File: config.mk
export PLATFORM = sky130hd
export DESIGN_NAME = div8_seq_flat
export DESIGN_NICKNAME = d
export VERILOG_FILES = /design/src/rtl/div8_seq_if.sv /design/src/rtl/div8_seq.sv /design/src/flat_wrapper.sv
export SDC_FILE = /design/constraint.sdc
export NUM_CORES = 1
export LEC_CHECK = 0
export ABC_CLOCK_PERIOD_IN_PS = 4100
export BUFFER_PORTS_ARGS = -buffer_cell sky130_fd_sc_hd__buf_2
export CORE_ASPECT_RATIO = 1.4
export CORE_MARGIN = 4
export CORE_UTILIZATION = 57
export CTS_BUF_LIST = sky130_fd_sc_hd__clkbuf_16
export CTS_CLUSTER_DIAMETER = 150
export DETAILED_ROUTE_END_ITERATION = 7
export GPL_TIMING_DRIVEN = 0
export PLACE_DENSITY = 0.79
export REMOVE_ABC_BUFFERS = 1
export SYNTH_ARGS = -nofsm -noshare
export SYNTH_HDL_FRONTEND = slang
export SYNTH_SLANG_ARGS = --single-unit
File: constraint.sdc
create_clock -name clk -period 4.1 [get_ports clk]
set_input_delay 1.23 -clock clk [delete_from_list [all_inputs] [get_ports clk]]
set_output_delay 1.23 -clock clk [all_outputs]
set_load 0.005 [all_outputs]
File: src/rtl/div8_seq_if.sv
// Handshake and operand/result bundle for the sequential 8-bit divider.
interface div8_seq_if;
  logic       start;
  logic [7:0] A;
  logic [7:0] B;
  logic [7:0] Q;
  logic [7:0] R;
  logic       busy;
  logic       done;
  logic       dbz;

  modport master (output start, A, B, input Q, R, busy, done, dbz);
  modport slave  (input start, A, B, output Q, R, busy, done, dbz);
endinterface

File: src/rtl/div8_seq.sv
// Sequential 8-bit unsigned restoring divider: one quotient bit per clock, MSB first.
// Divide-by-zero skips the iteration and reports Q=FF, R=A with dbz set.
module div8_seq (
  input  logic       clk,
  input  logic       rst_n,
  div8_seq_if.slave  bus
);
  localparam int unsigned W = 8;
  localparam int unsigned CW = 3;

  typedef enum logic [1:0] {S_IDLE, S_RUN, S_DONE} state_t;

  state_t          r_state, w_state_nxt;
  logic [W-1:0]    r_a, w_a_nxt;
  logic [W-1:0]    r_b, w_b_nxt;
  logic [W:0]      r_p, w_p_nxt;
  logic [CW-1:0]   r_cnt, w_cnt_nxt;
  logic [W-1:0]    r_q, w_q_nxt;
  logic [W-1:0]    r_quo, w_quo_nxt;
  logic [W-1:0]    r_rem, w_rem_nxt;
  logic            r_busy, w_busy_nxt;
  logic            r_done, w_done_nxt;
  logic            r_dbz, w_dbz_nxt;

  logic            w_accept;
  logic [W:0]      w_p_shift;
  logic [W:0]      w_t;
  logic            w_bit;

  // Trial subtraction for the current iteration
  always_comb begin
    w_accept  = bus.start && (r_state != S_RUN);
    w_p_shift = {r_p[W-1:0], r_a[CW'(3'd7 - r_cnt)]};
    w_t       = w_p_shift + ~{1'b0, r_b} + (W+1)'(1);
    w_bit     = ~w_t[W];
  end

  // Next-state and next-value logic; all outputs are registered from these
  always_comb begin
    w_state_nxt = r_state;
    w_a_nxt     = r_a;
    w_b_nxt     = r_b;
    w_p_nxt     = r_p;
    w_cnt_nxt   = r_cnt;
    w_q_nxt     = r_q;
    w_quo_nxt   = r_quo;
    w_rem_nxt   = r_rem;
    w_dbz_nxt   = r_dbz;
    w_busy_nxt  = 1'b0;
    w_done_nxt  = 1'b0;

    case (r_state)
      S_RUN: begin
        w_p_nxt   = w_bit ? w_t : w_p_shift;
        w_q_nxt   = {r_q[W-2:0], w_bit};
        w_cnt_nxt = r_cnt + CW'(1);
        if (r_cnt == CW'(7)) begin
          w_state_nxt = S_DONE;
          w_quo_nxt   = {r_q[W-2:0], w_bit};
          w_rem_nxt   = w_p_nxt[W-1:0];
          w_done_nxt  = 1'b1;
        end else begin
          w_busy_nxt  = 1'b1;
        end
      end
      default: begin
        // IDLE and DONE share the accept path so a start in DONE chains cleanly
        if (w_accept) begin
          w_a_nxt   = bus.A;
          w_b_nxt   = bus.B;
          w_p_nxt   = '0;
          w_cnt_nxt = '0;
          w_q_nxt   = '0;
          w_dbz_nxt = 1'b0;
          if (bus.B == '0) begin
            w_state_nxt = S_DONE;
            w_quo_nxt   = '1;
            w_rem_nxt   = bus.A;
            w_dbz_nxt   = 1'b1;
            w_done_nxt  = 1'b1;
          end else begin
            w_state_nxt = S_RUN;
            w_busy_nxt  = 1'b1;
          end
        end else begin
          w_state_nxt = S_IDLE;
        end
      end
    endcase
  end

  always_ff @(posedge clk or negedge rst_n) begin
    if (!rst_n) begin
      r_state <= S_IDLE;
      r_a     <= '0;
      r_b     <= '0;
      r_p     <= '0;
      r_cnt   <= '0;
      r_q     <= '0;
      r_quo   <= '0;
      r_rem   <= '0;
      r_busy  <= 1'b0;
      r_done  <= 1'b0;
      r_dbz   <= 1'b0;
    end else begin
      r_state <= w_state_nxt;
      r_a     <= w_a_nxt;
      r_b     <= w_b_nxt;
      r_p     <= w_p_nxt;
      r_cnt   <= w_cnt_nxt;
      r_q     <= w_q_nxt;
      r_quo   <= w_quo_nxt;
      r_rem   <= w_rem_nxt;
      r_busy  <= w_busy_nxt;
      r_done  <= w_done_nxt;
      r_dbz   <= w_dbz_nxt;
    end
  end

  assign bus.Q    = r_quo;
  assign bus.R    = r_rem;
  assign bus.busy = r_busy;
  assign bus.done = r_done;
  assign bus.dbz  = r_dbz;
endmodule

File: src/flat_wrapper.sv
// flat-port wrapper written by rule: the top's interface ports become plain ports
module div8_seq_flat 
  (clk, rst_n, bus_start, bus_A, bus_B, bus_Q, bus_R, bus_busy, bus_done, bus_dbz);
  div8_seq_if bus_i ();
  input  logic clk;
  input  logic rst_n;
  input wire logic [$bits(bus_i.start)-1:0] bus_start;
  input wire logic [$bits(bus_i.A)-1:0] bus_A;
  input wire logic [$bits(bus_i.B)-1:0] bus_B;
  output wire logic [$bits(bus_i.Q)-1:0] bus_Q;
  output wire logic [$bits(bus_i.R)-1:0] bus_R;
  output wire logic [$bits(bus_i.busy)-1:0] bus_busy;
  output wire logic [$bits(bus_i.done)-1:0] bus_done;
  output wire logic [$bits(bus_i.dbz)-1:0] bus_dbz;
  assign bus_i.start = bus_start;
  assign bus_i.A = bus_A;
  assign bus_i.B = bus_B;
  assign bus_Q = bus_i.Q;
  assign bus_R = bus_i.R;
  assign bus_busy = bus_i.busy;
  assign bus_done = bus_i.done;
  assign bus_dbz = bus_i.dbz;
  div8_seq u_core (.clk(clk), .rst_n(rst_n), .bus(bus_i));
endmodule
== Word level (Yosys, flattened, before mapping) ==
Index checks and enable logic that the tools add are counted.
Word-level totals
  register bits after elaboration: 55
  input bits: 19
  logic and storage cells: 58
Cells by class
  reductions and logical operators: 6
  add/subtract/negate cells: 4
  bitwise operators: 3
  eq/ne operators: 4
  multiplexer cells: 29
  $lt $le $gt $ge: 1
Operators with widths (count)
  8-bit two-way mux: 11
  7-bit two-way mux: 2
  9-bit by 1-bit adder with 9-bit output (second input constant): 1
  9-bit adder: 1
  1-bit two-way mux: 9
  8-bit inverter with 9-bit output: 1
  8-bit logical NOT: 1
  2-bit two-way mux: 4
  3-bit two-way mux: 2
  3-bit by 4-bit < comparator with 1-bit output (second input constant): 1
  2-bit by 1-bit inequality test with 1-bit output (second input constant): 2
  2-bit nonzero test: 2
  3-bit by 1-bit adder with 3-bit output (second input constant): 1
  1-bit binary-select mux with 3-bit select: 1
  3-bit == test (second input constant): 1
  3-bit AND reduction: 1
  3-bit subtractor (first input constant): 1
  2-bit by 1-bit == test with 1-bit output (second input constant): 1
  1-bit inverter: 2
  2-bit AND reduction: 1
  1-bit logical AND: 1

== Longest topological paths before layout ==
Gate-level depths: netlist (run 1).
  depth in word-level cells: 8
  depth in mapped cells: 12
  mapped depth without buffers: 11

== Worst setup path before layout (run 1) ==
OpenSTA, ideal clock, no wires.
  path type: register to register
  from: reg u_core.r_cnt[1]
  to: reg u_core.r_rem[1], in the netlist u_core.bus.R[1]
  required time: 3.967 ns
  data arrival time: 2.936 ns
  path buffers: 1
  setup slack: 1.031 ns
  stages on the path, launching flop included: 13
  clock period less this slack: 3.069 ns
  path through: dfrtp_1 -> mux4_2 -> mux2i_1 -> ha_1 -> inv_1 -> fa_1 -> a211oi_2 -> o31ai_2 -> o31ai_2 -> xnor2_2 -> buf_6 -> mux2i_1 -> a21oi_1
On the way
  longest elaborated chain between the ends: 8
RTL lines
  start, declared: RTL line div8_seq.sv:17  | logic [CW-1:0] r_cnt, w_cnt_nxt;
  start signal, assigned: RTL line div8_seq.sv:110  | r_cnt <= w_cnt_nxt;
  3-bit subtractor: RTL line div8_seq.sv:33  | w_p_shift = {r_p[W-1:0], r_a[CW'(3'd7 - r_cnt)]};
  1-bit binary-select mux with 3-bit select: RTL line div8_seq.sv:33
  1-bit two-way mux (implied by the code): RTL line div8_seq.sv:33
  9-bit adder: RTL line div8_seq.sv:34  | w_t = w_p_shift + ~{1'b0, r_b} + (W+1)'(1);
  9-bit by 1-bit adder with 9-bit output: RTL line div8_seq.sv:34
  8-bit two-way mux: RTL line div8_seq.sv:54  | w_p_nxt = w_bit ? w_t : w_p_shift;
  8-bit two-way mux: RTL line div8_seq.sv:57  | if (r_cnt == CW'(7)) begin
  8-bit two-way mux: RTL line div8_seq.sv:52  | case (r_state)
  end signal, assigned: RTL line div8_seq.sv:113  | r_rem <= w_rem_nxt;
  end, declared: RTL line div8_seq.sv:20  | logic [W-1:0] r_rem, w_rem_nxt;
Parallel ways exist; a longest one is shown, timed or not. The select of a mux whose other input is x is not followed.
A chain may end at the register's enable or synchronous reset.

== Worst setup path after layout (run 1) ==
  from: reg u_core.r_cnt[1]
  to: reg u_core.r_rem[2], in the netlist u_core.bus.R[2]
Same word-level chain as after synthesis.

==> reports/metrics.yaml, run 1 <==
status: "finished clean"
yosys.area_share.simple_pct: 15.9
die-area_mm2: 0.00599
drt-total-wl_mm: 5.56
synth_fa_ha_area_share_pct: 5.31
fin_crit_ns: 3.64
placed_area_mm2: 0.00294
yosysSeqAreaShare_pct: 50.3
grt_use_total_pct: 20.6
syn_avg_cell_area_um2: 10.6
route.detailed.drc: 0
rows: 29
synth_ff_type: "dfrtp_1"
skew_ns: 0.00177
hpwl_mm: 3.85
ctsLongestPathBuffers: 2
grt_pass1_wl_mm: 9.52
tns_ns: 0
timing.final.crit_share_pct: 88.8
path_cells: "mux4_2 -> mux2i_1 -> ha_1 -> inv_1 -> fa_1 -> a211oi_2 -> o31ai_2 -> o31ai_2 -> xnor2_2 -> mux2_2 -> o22ai_1"
worst_path_max_delay_cell: "mux4_2"
total_power_mw: 2.89
cts-resized-gates: 0
cp-start-kind: "register"
critical_path.max_stage_delay_ns: 0.52
yosys_warnings: 0
postRouteAntennaNets: 0
grt_max_degree: 56
layout.nets: 319
synth-xor-area-share_pct: 2.20
clkTransAtPathRegs_ns: 0.07
clock.fmax_ghz: 0.275
maxSlewHeadroom_pct: 19.2
ys_types: 41
initial_utilization_pct: 59.8
coreArea_mm2: 0.00457
vdd_drop_max_mv: 0.505
hp-class: "register to register"
cp.arrival_ns: 3.82
tightest_slew_ns: 1.21
end_kind: "register"
hold_buffers: 0
pwr_density_cell_mw_per_mm2: 928
grt_pass1_vias: 2039
diodes: 0
cts_setup_buffers: 0
setup_viol: 0
antenna_found_initial: 0
viasPerCell: 5.60
syn_to_final_growth_pct: 13.7
syn_inst: 258
io_buffers: 37
cts_root_buf: "clkbuf_16"
final_cells: 352
layout_common_cells: "55 x dfrtp_1, 37 x buf_2, 33 x nand2_1, 18 x nor2_1, 16 x mux2_2"
synth.area.mux_share_pct: 11.7
maxSlewViolCount: 0
cts-htree-levels: 2
maxCapViolCount: 0
ys_ff_latch: 55
syn-cell-area_mm2: 0.00274
synth-edff-count: 0
drt_iter0_drc: 113
die_w_um: 66.5
drtPass1Iterations: 4
power_leakage_nw: 1.47
gp_congestion: 0.836
rsz0062_at_grt: "false"
cts_tree: "built"
required_ns: 4.28
wl_per_cell_um: 15.8
worstPathMaxFanout: 13
synth-compound-area-share_pct: 10.9
hold_viol_final: 0
drive_gt1_share_pct: 24.1
synth_top_family_by_area: "simple AND/OR/NAND/NOR gates"
cpMostUsedCell: "o31ai_2"
io_pins: 38
postLayoutCellArea_mm2: 0.00311
async_reset_ff_share_pct: 100
dp_cells: 344
vias: 1971
worstSetupPathType: "register to register"
insertion_delay_ns: 0.29
cts_sinks: 55
grt_overflow: 0
die_h_um: 90.0
final_common_cell: "dfrtp_1"
numCtsBuffers: 5
==> layout make-up <==
| class | instances | area [µm²] |
|---|---|---|
| repair buffers | 37 | 185 |
| fillers | 380 | 1460 |
| clock inverters | 3 | 42.5 |
| multi-input cells | 178 | 1260 |
| clock buffers | 5 | 125 |
| inverters | 12 | 45.0 |
| well taps | 62 | 77.6 |
| flip-flops and latches | 55 | 1380 |
==> worst max-delay path: cells and delay by family, from the launching register on <==
family	cells	cell delay (ns)
muxes	3	1.26
AOI/OAI and AO/OA	4	0.76
adders and majority gates	2	0.68
DFF	1	0.44
xor gates and xnor gates	1	0.34
buffers and inverters	1	0.05
==> registers in the layout, indices dropped and copies added, names as in the netlist <==
register,cells
u_core.bus.Q,8
u_core.bus.R,8
u_core.bus.busy,1
u_core.bus.dbz,1
u_core.bus.done,1
u_core.r_a,8
u_core.r_b,8
u_core.r_cnt,3
u_core.r_p,8
u_core.r_q,7
u_core.r_state,2
==> synth_stat cells, drive strengths merged, types with 2 or more instances <==
library cell / instances / area share (%)
nand2b: 5 / 1.1
a21oi: 9 / 1.8
a211oi: 3 / 1.0
nor3: 8 / 1.5
inv: 12 / 1.6
nor2: 18 / 2.5
dfrtp: 55 / 50
nor2b: 2 / 0.46
nand4: 2 / 0.46
mux2i: 8 / 2.9
o22ai: 7 / 1.6
nor4: 2 / 0.46
clkbuf: 12 / 1.6
nand3b: 14 / 3.8
o31ai: 3 / 1.2
mux2: 17 / 7.1
xor2: 2 / 0.64
nand3: 3 / 0.55
ha: 10 / 4.6
nand2: 33 / 4.5
mux4: 2 / 1.6
xnor2: 4 / 1.6
o21ai: 15 / 2.7
==> through the flow <==
stage	util, %	hold WS (ns)	worst slack (ns)
CTS	68.0	0.485	0.469
global route	68.0	0.520	0.237
floorplan	-	0.445	0.937
global placement	64.3	0.457	0.354
detailed placement	64.3	0.462	0.287
finish	68.0	0.484	0.459
==> metal layers <==
layer / vias to the layer above / wire (µm) / track usage [%]
li1: 964 / - / -
met1: 948 / 2310 / 24.1
met2: 46 / 2870 / 35.8
met3: 13 / 225 / 3.87
met4: 0 / 145 / 8.47
met5: - / 0 / 0
==> where the power goes <==
group	switching (mW)	internal (mW)
clock network	0.188	0.288
registers	0.161	0.794
logic	0.788	0.666
==> cells by family after synthesis <==
family | after synthesis
DFF | 55
AOI/OAI and AO/OA | 45
buffers and inverters | 25
adders and majority gates | 11
xor gates and xnor gates | 6
and+or+nand+nor | 89
muxes | 27
==> path summary, 6_finish.rpt <==
check                                             from                     endpoint  slack, ns  cells past startpoint
max                        u_core.r_cnt[1]$_DFFE_PN0P_  u_core.bus.R[2]$_DFFE_PN0P_       0.46                     11
min                         u_core.bus.dbz$_DFFE_PN0P_   u_core.bus.dbz$_DFFE_PN0P_       0.48                      2
max reg2reg                u_core.r_cnt[1]$_DFFE_PN0P_  u_core.bus.R[2]$_DFFE_PN0P_       0.46                     11
min reg2reg                 u_core.bus.dbz$_DFFE_PN0P_   u_core.bus.dbz$_DFFE_PN0P_       0.48                      2
max in group asynchronous                        rst_n    u_core.r_p[6]$_DFFE_PN0P_       2.21                      1
min in group asynchronous                        rst_n    u_core.r_a[4]$_DFFE_PN0P_       1.18                      1
Note: power is estimated with default switching activity, not from simulation.
==> inputs of run 2 (changes only) <==
Settings changed: BUFFER_PORTS_ARGS -buffer_cell sky130_fd_sc_hd__buf_2 to not set, CORE_UTILIZATION 57 to 63, DONT_BUFFER_PORTS set to 1.
==> run 2 against run 1 <==
Non-clock buffer count down 37. Final area down 7.5%. Count of clock-buffer cells in the layout unchanged. Clock skew increased by 0.0048 ns. Register-to-register slack barely moved. Worst setup slack better by 0.0090 ns. Sequential cell count stayed put. First-iteration DRC count is 8.8% lower. Total power decreased by 5.7%. Worst hold slack better by 0.023 ns. Critical path type unchanged. Highest routed layer unchanged.
==> reports/metrics.yaml, run 2 (synthesized netlist as in run 1, its figures left out) <==
rows: 28  # -3.4%
clock.fmax_ghz: 0.275  # +0.25%
maxSlewViolCount: 0  # unchanged
coreArea_mm2: 0.00420  # -8.0%
hp-class: "register to register"
layout_common_cells: "55 x dfrtp_1, 33 x nand2_1, 18 x nor2_1, 16 x mux2_2, 14 x nand3b_1"
drtPass1Iterations: 4  # unchanged
timing.final.ws_setup_ns: 0.468  # +0.00903 ns
cts_tree: "built"
vias: 1853  # -6.0%
cts_setup_buffers: 0  # unchanged
cts_root_buf: "clkbuf_16"
tightest_slew_ns: 1.21  # +0.00270 ns
die-area_mm2: 0.00547  # -8.6%
diodes: 0  # unchanged
skew_ns: 0.00661  # +0.00484 ns
maxSlewHeadroom_pct: 19.0  # -0.18 points
end_kind: "register"
cts_sinks: 55  # unchanged
total_power_mw: 2.72  # -5.7%
rsz0062_at_grt: "false"
ctsLongestPathBuffers: 2  # unchanged
power_leakage_nw: 1.32  # -10%
drt-total-wl_mm: 5.47  # -1.5%
pwr_density_cell_mw_per_mm2: 946  # +1.9%
wl_per_cell_um: 18.4  # +16%
gp_congestion: 0.855  # +2.2%
numCtsBuffers: 5  # unchanged
drive_gt1_share_pct: 13.0  # -11 points
layout.nets: 282  # -12%
initial_utilization_pct: 65.1  # +5.2 points
syn_to_final_growth_pct: 5.17
cp.arrival_ns: 3.81  # about the same
postLayoutCellArea_mm2: 0.00288  # -7.5%
grt_pass1_vias: 1910  # -6.3%
fillers: 335  # -12%
die_w_um: 63.7  # -4.3%
worstSetupPathType: "register to register"
cts-resized-gates: 0  # unchanged
final_common_cell: "dfrtp_1"
dp_worst_setup_slack_ns: 0.377  # +0.0902 ns
hpwl_mm: 3.77  # -2.1%
hold_viol_final: 0  # unchanged
timing.final.crit_share_pct: 88.6  # -0.22 points
io_buffers: 0  # -100%
cpMostUsedCell: "o31ai_2"
cts-htree-levels: 2  # unchanged
grt_use_total_pct: 21.5  # +0.88 points
die_h_um: 86.0  # -4.4%
hold_buffers: 0  # unchanged
critical_path.max_stage_delay_ns: 0.53  # about the same
grt_overflow: 0  # unchanged
clkTransAtPathRegs_ns: 0.07  # about the same
insertion_delay_ns: 0.29  # about the same
tns_ns: 0  # unchanged
required_ns: 4.28  # about the same
status: "finished clean"
multi_input_area_mm2: 0.00126  # unchanged
drt_iter0_drc: 103  # -8.8%
worstPathMaxFanout: 13  # unchanged
route.detailed.drc: 0  # unchanged
viasPerCell: 6.22  # +11%
io_pins: 38  # unchanged
placed_area_mm2: 0.00274  # -7.0%
setup_viol: 0  # unchanged
grt_pass1_wl_mm: 9.05  # -4.9%
path_cells: "mux4_2 -> mux2i_1 -> ha_1 -> inv_1 -> fa_1 -> a211oi_2 -> o31ai_2 -> o31ai_2 -> xnor2_2 -> mux2_2 -> o22ai_1"
fin_crit_ns: 3.63  # -0.00903 ns
cp-start-kind: "register"
hold_slack_ns: 0.506  # +0.0226 ns
grt_max_degree: 56  # unchanged
vdd_drop_max_mv: 0.597  # +18%
antenna_found_initial: 0  # unchanged
seq_area_mm2: 0.00138  # unchanged
maxCapViolCount: 0  # unchanged
postRouteAntennaNets: 0  # unchanged
worst_path_max_delay_cell: "mux4_2"
==> run 2: changes by cell type in the layout (fill, tap and decap cells not counted), sizes merged <==
cell / before / now
clkinvlp: 0 / 1
bufinv: 1 / 0
buf: 37 / 0
==> run 2: path summary, 6_finish.rpt <==
kind	from	to	slack, ns	cells after the start
max	u_core.r_cnt[1]$_DFFE_PN0P_	u_core.bus.R[2]$_DFFE_PN0P_	0.47	11
min	u_core.r_b[7]$_DFFE_PN0P_	u_core.r_b[7]$_DFFE_PN0P_	0.51	1
max reg2reg	u_core.r_cnt[1]$_DFFE_PN0P_	u_core.bus.R[2]$_DFFE_PN0P_	0.47	11
min reg2reg	u_core.r_b[7]$_DFFE_PN0P_	u_core.r_b[7]$_DFFE_PN0P_	0.51	1
max in group asynchronous	rst_n	u_core.r_p[7]$_DFFE_PN0P_	3.39	0
min in group asynchronous	rst_n	u_core.bus.dbz$_DFFE_PN0P_	0.63	0
==> run 2: layout make-up <==
cell class | count | area share [%]
Inverter | 12 | 1.57
Clock buffer | 5 | 4.35
Multi-Input combinational cell | 178 | 43.7
Clock inverter | 3 | 0.565
Tap cell | 45 | 1.96
Sequential cell | 55 | 47.8
==> run 2: routing by layer <==
metal / global-route usage, % / vias up / wire length [µm]
met5: 0 / - / 0
met3: 4.06 / 12 / 227
met4: 9.43 / 0 / 145
met1: 23.3 / 905 / 2160
li1: - / 896 / -
met2: 40.0 / 40 / 2940
==> run 2: critical path, delay by kind of cell, from the launching register on <==
| kind | cells | cell delay, ns |
|---|---|---|
| mux | 3 | 1.23 |
| compound gates | 4 | 0.80 |
| fa+ha+maj | 2 | 0.65 |
| flops | 1 | 0.42 |
| xor+xnor | 1 | 0.35 |
| buf+inv | 1 | 0.05 |
==> run 2: report_power, final <==
| group | total [mW] | leakage, nW | internal, mW | switching (mW) |
|---|---|---|---|---|
| clock network | 0.413 | 0.0710 | 0.223 | 0.190 |
| logic | 1.33 | 0.596 | 0.609 | 0.716 |
| registers | 0.981 | 0.654 | 0.795 | 0.186 |
| total | 2.72 | 1.32 | 1.63 | 1.09 |
==> run 2: per-stage QoR <==
step	cells	utilization [%]
2_1_floorplan	245	-
3_3_place_gp	290	65.1
3_5_place_dp	290	65.1
4_1_cts	298	68.4
5_1_grt	298	68.4
6_report	298	68.4
